===== src/rtl/alu_seq.sv =====
// alu_seq: sequential ALU with a valid/ready request side and a valid/ready
// result side. ADD, SUB, OR, AND and illegal opcodes finish one cycle after
// accept. MUL is an optional iterative shift-add multiplier taking WIDTH cycles.
//
// Optional feature macro: ALU_SEQ_MUL_EN
//   defined   - opcode 100 runs the iterative multiplier through BUSY
//   undefined - no multiplier datapath; opcode 100 is reported as illegal
//
// Ports
//   clk_i                    single clock, rising edge
//   rst_n_i                  asynchronous active-low reset
//   valid_i / ready_o        request handshake (ready_o high only in IDLE)
//   operation_i              000 ADD, 001 SUB, 010 OR, 011 AND, 100 MUL
//   operand1_i, operand2_i   unsigned operands
//   carry_in                 carry for ADD, borrow for SUB
//   valid_o / ready_i        result handshake (valid_o high only in DONE)
//   result_o, result_hi_o    result low word, MUL high word (0 otherwise)
//   zero, carry_out, ovf_o, err_o   status flags
//
// state | meaning
// IDLE  | waiting for a request, ready_o = 1
// BUSY  | multiplier iterating, one multiplier bit per cycle
// DONE  | result and flags held, valid_o = 1 until ready_i

module alu_seq #(
    parameter int WIDTH = 4
) (
    input  logic             clk_i,
    input  logic             rst_n_i,
    input  logic             valid_i,
    output logic             ready_o,
    input  logic [2:0]       operation_i,
    input  logic [WIDTH-1:0] operand1_i,
    input  logic [WIDTH-1:0] operand2_i,
    input  logic             carry_in,
    output logic             valid_o,
    input  logic             ready_i,
    output logic [WIDTH-1:0] result_o,
    output logic [WIDTH-1:0] result_hi_o,
    output logic             zero,
    output logic             carry_out,
    output logic             ovf_o,
    output logic             err_o
);

    localparam logic [2:0] OP_ADD = 3'b000;
    localparam logic [2:0] OP_SUB = 3'b001;
    localparam logic [2:0] OP_OR  = 3'b010;
    localparam logic [2:0] OP_AND = 3'b011;

    typedef enum logic [1:0] {
        IDLE = 2'd0,
        BUSY = 2'd1,
        DONE = 2'd2
    } state_t;

    state_t state;

    // Single-cycle datapath, evaluated straight from the inputs on the accept edge.
    // Both are WIDTH+1 wide: the top bit is the carry for ADD and the borrow for
    // SUB (a negative difference wraps with bit WIDTH set).
    logic [WIDTH:0]   add_full;
    logic [WIDTH:0]   sub_full;
    logic [WIDTH-1:0] alu_res;
    logic             alu_cout;
    logic             alu_ovf;
    logic             alu_err;

    assign add_full = {1'b0, operand1_i} + {1'b0, operand2_i} + {{WIDTH{1'b0}}, carry_in};
    assign sub_full = {1'b0, operand1_i} - {1'b0, operand2_i} - {{WIDTH{1'b0}}, carry_in};

    always_comb begin
        alu_res  = '0;
        alu_cout = 1'b0;
        alu_ovf  = 1'b0;
        alu_err  = 1'b0;
        case (operation_i)
            OP_ADD: begin
                alu_res  = add_full[WIDTH-1:0];
                alu_cout = add_full[WIDTH];
                alu_ovf  = (operand1_i[WIDTH-1] == operand2_i[WIDTH-1]) &&
                           (add_full[WIDTH-1] != operand1_i[WIDTH-1]);
            end
            OP_SUB: begin
                alu_res  = sub_full[WIDTH-1:0];
                alu_cout = sub_full[WIDTH];
                alu_ovf  = (operand1_i[WIDTH-1] != operand2_i[WIDTH-1]) &&
                           (sub_full[WIDTH-1] != operand1_i[WIDTH-1]);
            end
            OP_OR:   alu_res = operand1_i | operand2_i;
            OP_AND:  alu_res = operand1_i & operand2_i;
            default: alu_err = 1'b1;
        endcase
    end

`ifdef ALU_SEQ_MUL_EN
    localparam logic [2:0] OP_MUL = 3'b100;
    localparam int         CW     = $clog2(WIDTH);

    // Multiplicand shifts left and multiplier shifts right each BUSY cycle; the
    // down-counter reaching zero marks the last partial product.
    logic [CW-1:0]      mul_cnt;
    logic [2*WIDTH-1:0] mul_acc;
    logic [2*WIDTH-1:0] mul_mcand;
    logic [WIDTH-1:0]   mul_mplier;
    logic [2*WIDTH-1:0] mul_acc_next;

    assign mul_acc_next = mul_acc + (mul_mplier[0] ? mul_mcand : '0);
`endif

    always_ff @(posedge clk_i or negedge rst_n_i) begin
        if (!rst_n_i) begin
            state       <= IDLE;
            ready_o     <= 1'b1;
            valid_o     <= 1'b0;
            result_o    <= '0;
            result_hi_o <= '0;
            zero        <= 1'b0;
            carry_out   <= 1'b0;
            ovf_o       <= 1'b0;
            err_o       <= 1'b0;
`ifdef ALU_SEQ_MUL_EN
            mul_cnt     <= '0;
            mul_acc     <= '0;
            mul_mcand   <= '0;
            mul_mplier  <= '0;
`endif
        end else begin
            case (state)
                IDLE: begin
                    if (valid_i) begin
                        ready_o <= 1'b0;
`ifdef ALU_SEQ_MUL_EN
                        if (operation_i == OP_MUL) begin
                            mul_cnt    <= CW'(WIDTH - 1);
                            mul_acc    <= '0;
                            mul_mcand  <= {{WIDTH{1'b0}}, operand1_i};
                            mul_mplier <= operand2_i;
                            state      <= BUSY;
                        end else
`endif
                        begin
                            result_o    <= alu_res;
                            result_hi_o <= '0;
                            zero        <= (alu_res == '0);
                            carry_out   <= alu_cout;
                            ovf_o       <= alu_ovf;
                            err_o       <= alu_err;
                            valid_o     <= 1'b1;
                            state       <= DONE;
                        end
                    end
                end
                BUSY: begin
`ifdef ALU_SEQ_MUL_EN
                    mul_acc    <= mul_acc_next;
                    mul_mcand  <= mul_mcand << 1;
                    mul_mplier <= mul_mplier >> 1;
                    if (mul_cnt == '0) begin
                        result_o    <= mul_acc_next[WIDTH-1:0];
                        result_hi_o <= mul_acc_next[2*WIDTH-1:WIDTH];
                        zero        <= (mul_acc_next == '0);
                        carry_out   <= |mul_acc_next[2*WIDTH-1:WIDTH];
                        ovf_o       <= 1'b0;
                        err_o       <= 1'b0;
                        valid_o     <= 1'b1;
                        state       <= DONE;
                    end else begin
                        mul_cnt <= mul_cnt - 1'b1;
                    end
`else
                    // Unreachable without the multiplier; recover to IDLE.
                    ready_o <= 1'b1;
                    state   <= IDLE;
`endif
                end
                DONE: begin
                    if (ready_i) begin
                        valid_o <= 1'b0;
                        ready_o <= 1'b1;
                        state   <= IDLE;
                    end
                end
                default: begin
                    valid_o <= 1'b0;
                    ready_o <= 1'b1;
                    state   <= IDLE;
                end
            endcase
        end
    end

endmodule

===== config.mk =====
export PLATFORM = sky130hd
export DESIGN_NAME = alu_seq
export DESIGN_NICKNAME = d
export VERILOG_FILES = /design/src/rtl/alu_seq.sv
export SDC_FILE = /design/constraint.sdc
export NUM_CORES = 1
export LEC_CHECK = 0
export ABC_AREA = 1
export CAP_MARGIN = 15
export CORE_ASPECT_RATIO = 0.75
export CORE_MARGIN = 3
export CORE_UTILIZATION = 40
export CTS_CLUSTER_SIZE = 40
export DETAILED_ROUTE_END_ITERATION = 10
export GPL_TIMING_DRIVEN = 0
export PLACE_DENSITY_LB_ADDON = 0.15
export SLEW_MARGIN = 30
export SYNTH_ARGS = -nofsm -noshare
export SYNTH_HDL_FRONTEND = slang
export SYNTH_SLANG_ARGS = --single-unit

===== constraint.sdc =====
create_clock -name clk_i -period 2.9 [get_ports clk_i]
set_input_delay 0.58 -clock clk_i [delete_from_list [all_inputs] [get_ports clk_i]]
set_output_delay 0.58 -clock clk_i [all_outputs]
set_load 0.1 [all_outputs]

==> results.json <==
{
  "status": "completed",
  "min_from": "err_o",
  "die_area_um2": 3370,
  "final_nets": 217,
  "drtIter0Drc": 67,
  "synth_top_cell_area_share_pct": 20.8,
  "drv_slew": 0,
  "synth_flop_cell": "dfrtp_1",
  "synthDistinctLibCells": 27,
  "worst_pin_slew_ps": 971,
  "cp.required_ps": 3110,
  "ant_nets": 0,
  "syn-instance-count": 153,
  "worstReg2RegStart": "valid_o",
  "reg2reg_to": "zero",
  "path_max_fanout": 3,
  "whs_ps": 488,
  "worstSkewPairLatency_ps": 270,
  "post-route-util_pct": 57.4,
  "ctsResizeCount": 0,
  "setup_viol": 0,
  "end_kind": "flip-flop",
  "grt_max_degree": 11,
  "grt_pass1_wl_mm": 4.11,
  "crit_type": "in -> reg",
  "fin_area_um2": 1400,
  "synth_common_cells": "nand2_1, inv_1, nor2_1",
  "root_buffer": "clkbuf_4",
  "cts_htree_levels": 1,
  "clockPowerShare_pct": 13.4,
  "finalCritPeriodShare_pct": 86.2,
  "yosysMostFrequentCell": "nand2_1",
  "path_clk_slew_ps": 70,
  "hold_viol": 0,
  "avgSynthCellArea_um2": 7.07,
  "rsz0062_at_grt": "false",
  "p_leak_nw": 0.760,
  "placed_area_um2": 1380,
  "io_pins": 30,
  "antenna_found_initial": 0,
  "p_switching_mw": 0.416,
  "core_area_um2": 2440,
  "diodes": 0,
  "die_x_um": 66.0,
  "drt_wl_total_mm": 2.34,
  "floorplan.initialDensity_pct": 44.3,
  "p_seq_share_pct": 24.3,
  "num_rows": 15,
  "gp_congestion": 0.900,
  "hold_depth": 2,
  "wl_per_cell_um": 10.7,
  "synth_area_leader_cell": "dfrtp_1",
  "cts_hold_buf": 0,
  "crit_arrival_ps": 2710,
  "crit_path_start_kind": "primary input",
  "dr.pass1.iters": 4,
  "synth.area.top_cells": "dfrtp_1, ha_1, nand2_1",
  "combPwrFrac_pct": 62.3,
  "rr_worst_depth": 7,
  "track_usage_pct": 15.7,
  "power_density_nw_per_um2": 545,
  "power.internal_mw": 0.347,
  "hold_path_class": "reg -> reg",
  "clkSinkCount": 10,
  "vias_per_cell": 4.55,
  "area_growth_pct": 29.6,
  "r2r_slack_ps": 1610,
  "cts_buffers": 3,
  "numPortBuffers": 24,
  "drc": 0,
  "max-clock-path-buffers": 2,
  "period_needed_ps": 2500,
  "num_vias": 992,
  "clock_skew_ps": 6.93,
  "grt-ovfl-total": 0,
  "yosys_warnings": 0,
  "whs_endpoint": "err_o",
  "synth-edff-count": 0,
  "swShare_pct": 54.5,
  "place_hpwl_mm": 1.99,
  "synth_area_um2": 1080,
  "slew_headroom_pct": 35.1,
  "die_h_um": 51.0,
  "cts_tree": "done",
  "async_reset_ff_share_pct": 100,
  "vdd_drop_max_uv": 380,
  "ys_ff_latch": 10,
  "tns_ps": 0,
  "cap_violations": 0,
  "grt_pass1_vias": 928,
  "post_cts_buffers": 0,
  "drive_above_1_share_pct": 10.9,
  "synth_seq_area_share_pct": 23.3,
  "fmax_ghz": 0.400
}
-- registers in the layout, summed over array words and instances (netlist names) --
name       cells
ovf_o          1
ready_o        1
result_o       4
err_o          1
carry_out      1
zero           1
valid_o        1
-- critical path: stages --
cell and delay [ps]:
clkdlybuf4s50_1 530, inv_1 100, fa_1 450, fa_1 420
inv_1 70, nand2_1 40, nand2_1 60, nor2_1 40
nor2_1 130, nand2_1 70, nor2_1 90, nand3_1 80
nand2_1 60
-- per-layer routing --
metal  part of all wire, %  vias to the layer above  wire, µm  track usage [%]
met5                     0                        -         0                0
met4                     0                        0         0             3.04
met3                   5.6                        0       130             4.84
met2                    41                       29       971             22.1
met1                    53                      434      1240             23.4
li1                      -                      529         -                -
-- stage by stage --
step                std cells  setup slack, ps  power (mW)
global placement          214              129       0.660
finish                    218              399       0.763
CTS                       218              392       0.767
detailed placement        214              120       0.664
global route              218              266       0.810
floorplan                 156              857       0.548
-- power by group through the flow --
stage / logic, mW / clock network, mW / registers, mW
after CTS: 0.477 / 0.105 / 0.186
final: 0.476 / 0.102 / 0.185
after global placement: 0.472 / 0 / 0.187
after global routing: 0.508 / 0.113 / 0.189
after detailed placement: 0.477 / 0 / 0.188
after floorplan: 0.142 / 0 / 0.406
-- kinds of logic after synthesis --
family	after synthesis	synth area share, %
AOI/OAI and AO/OA	12	6.71
and+or+nand+nor	80	34.1
buffers and inverters	34	14.2
other	1	0.347
adders and majority gates	16	21.3
DFF	10	23.3
-- worst max path at each step --
stage / slack [ps] / cells after the start / start / to
floorplan: 860 / 12 / operand2_i[0] / zero
global placement: 130 / 13 / operand2_i[0] / zero
detailed placement: 120 / 13 / operand2_i[0] / zero
CTS: 390 / 10 / operand2_i[0] / carry_out
global route: 270 / 10 / operand2_i[0] / carry_out
finish: 400 / 13 / operand2_i[0] / zero
-- cell usage in the layout (no fill, tap or decap), types with 2 or more instances in the layout --
| cell type | synthesis | layout |
|---|---|---|
| nor2_2 | 2 | 2 |
| nand3b_1 | 4 | 4 |
| inv_1 | 26 | 26 |
| a21oi_1 | 3 | 3 |
| nand4_1 | 3 | 3 |
| nand3_1 | 12 | 12 |
| a31oi_1 | 2 | 2 |
| nand2_1 | 34 | 34 |
| inv_2 | 2 | 2 |
| conb_1 | 1 | 4 |
| dfrtp_1 | 9 | 9 |
| clkbuf_4 | 0 | 3 |
| buf_4 | 5 | 5 |
| ha_1 | 12 | 12 |
| o21ai_0 | 3 | 3 |
| fa_1 | 4 | 4 |
| clkdlybuf4s50_1 | 0 | 24 |
| nor2_1 | 20 | 20 |
-- layout make-up --
class	count	area [µm²]
sequential	10	251
inverter	28	105
tap	34	42.5
fill	244	1040
buffer	6	48.8
timing repair buffer	24	240
clock buffer	4	26.3
multi-input combinational	112	687
Note: power is estimated with default switching activity, not from simulation.
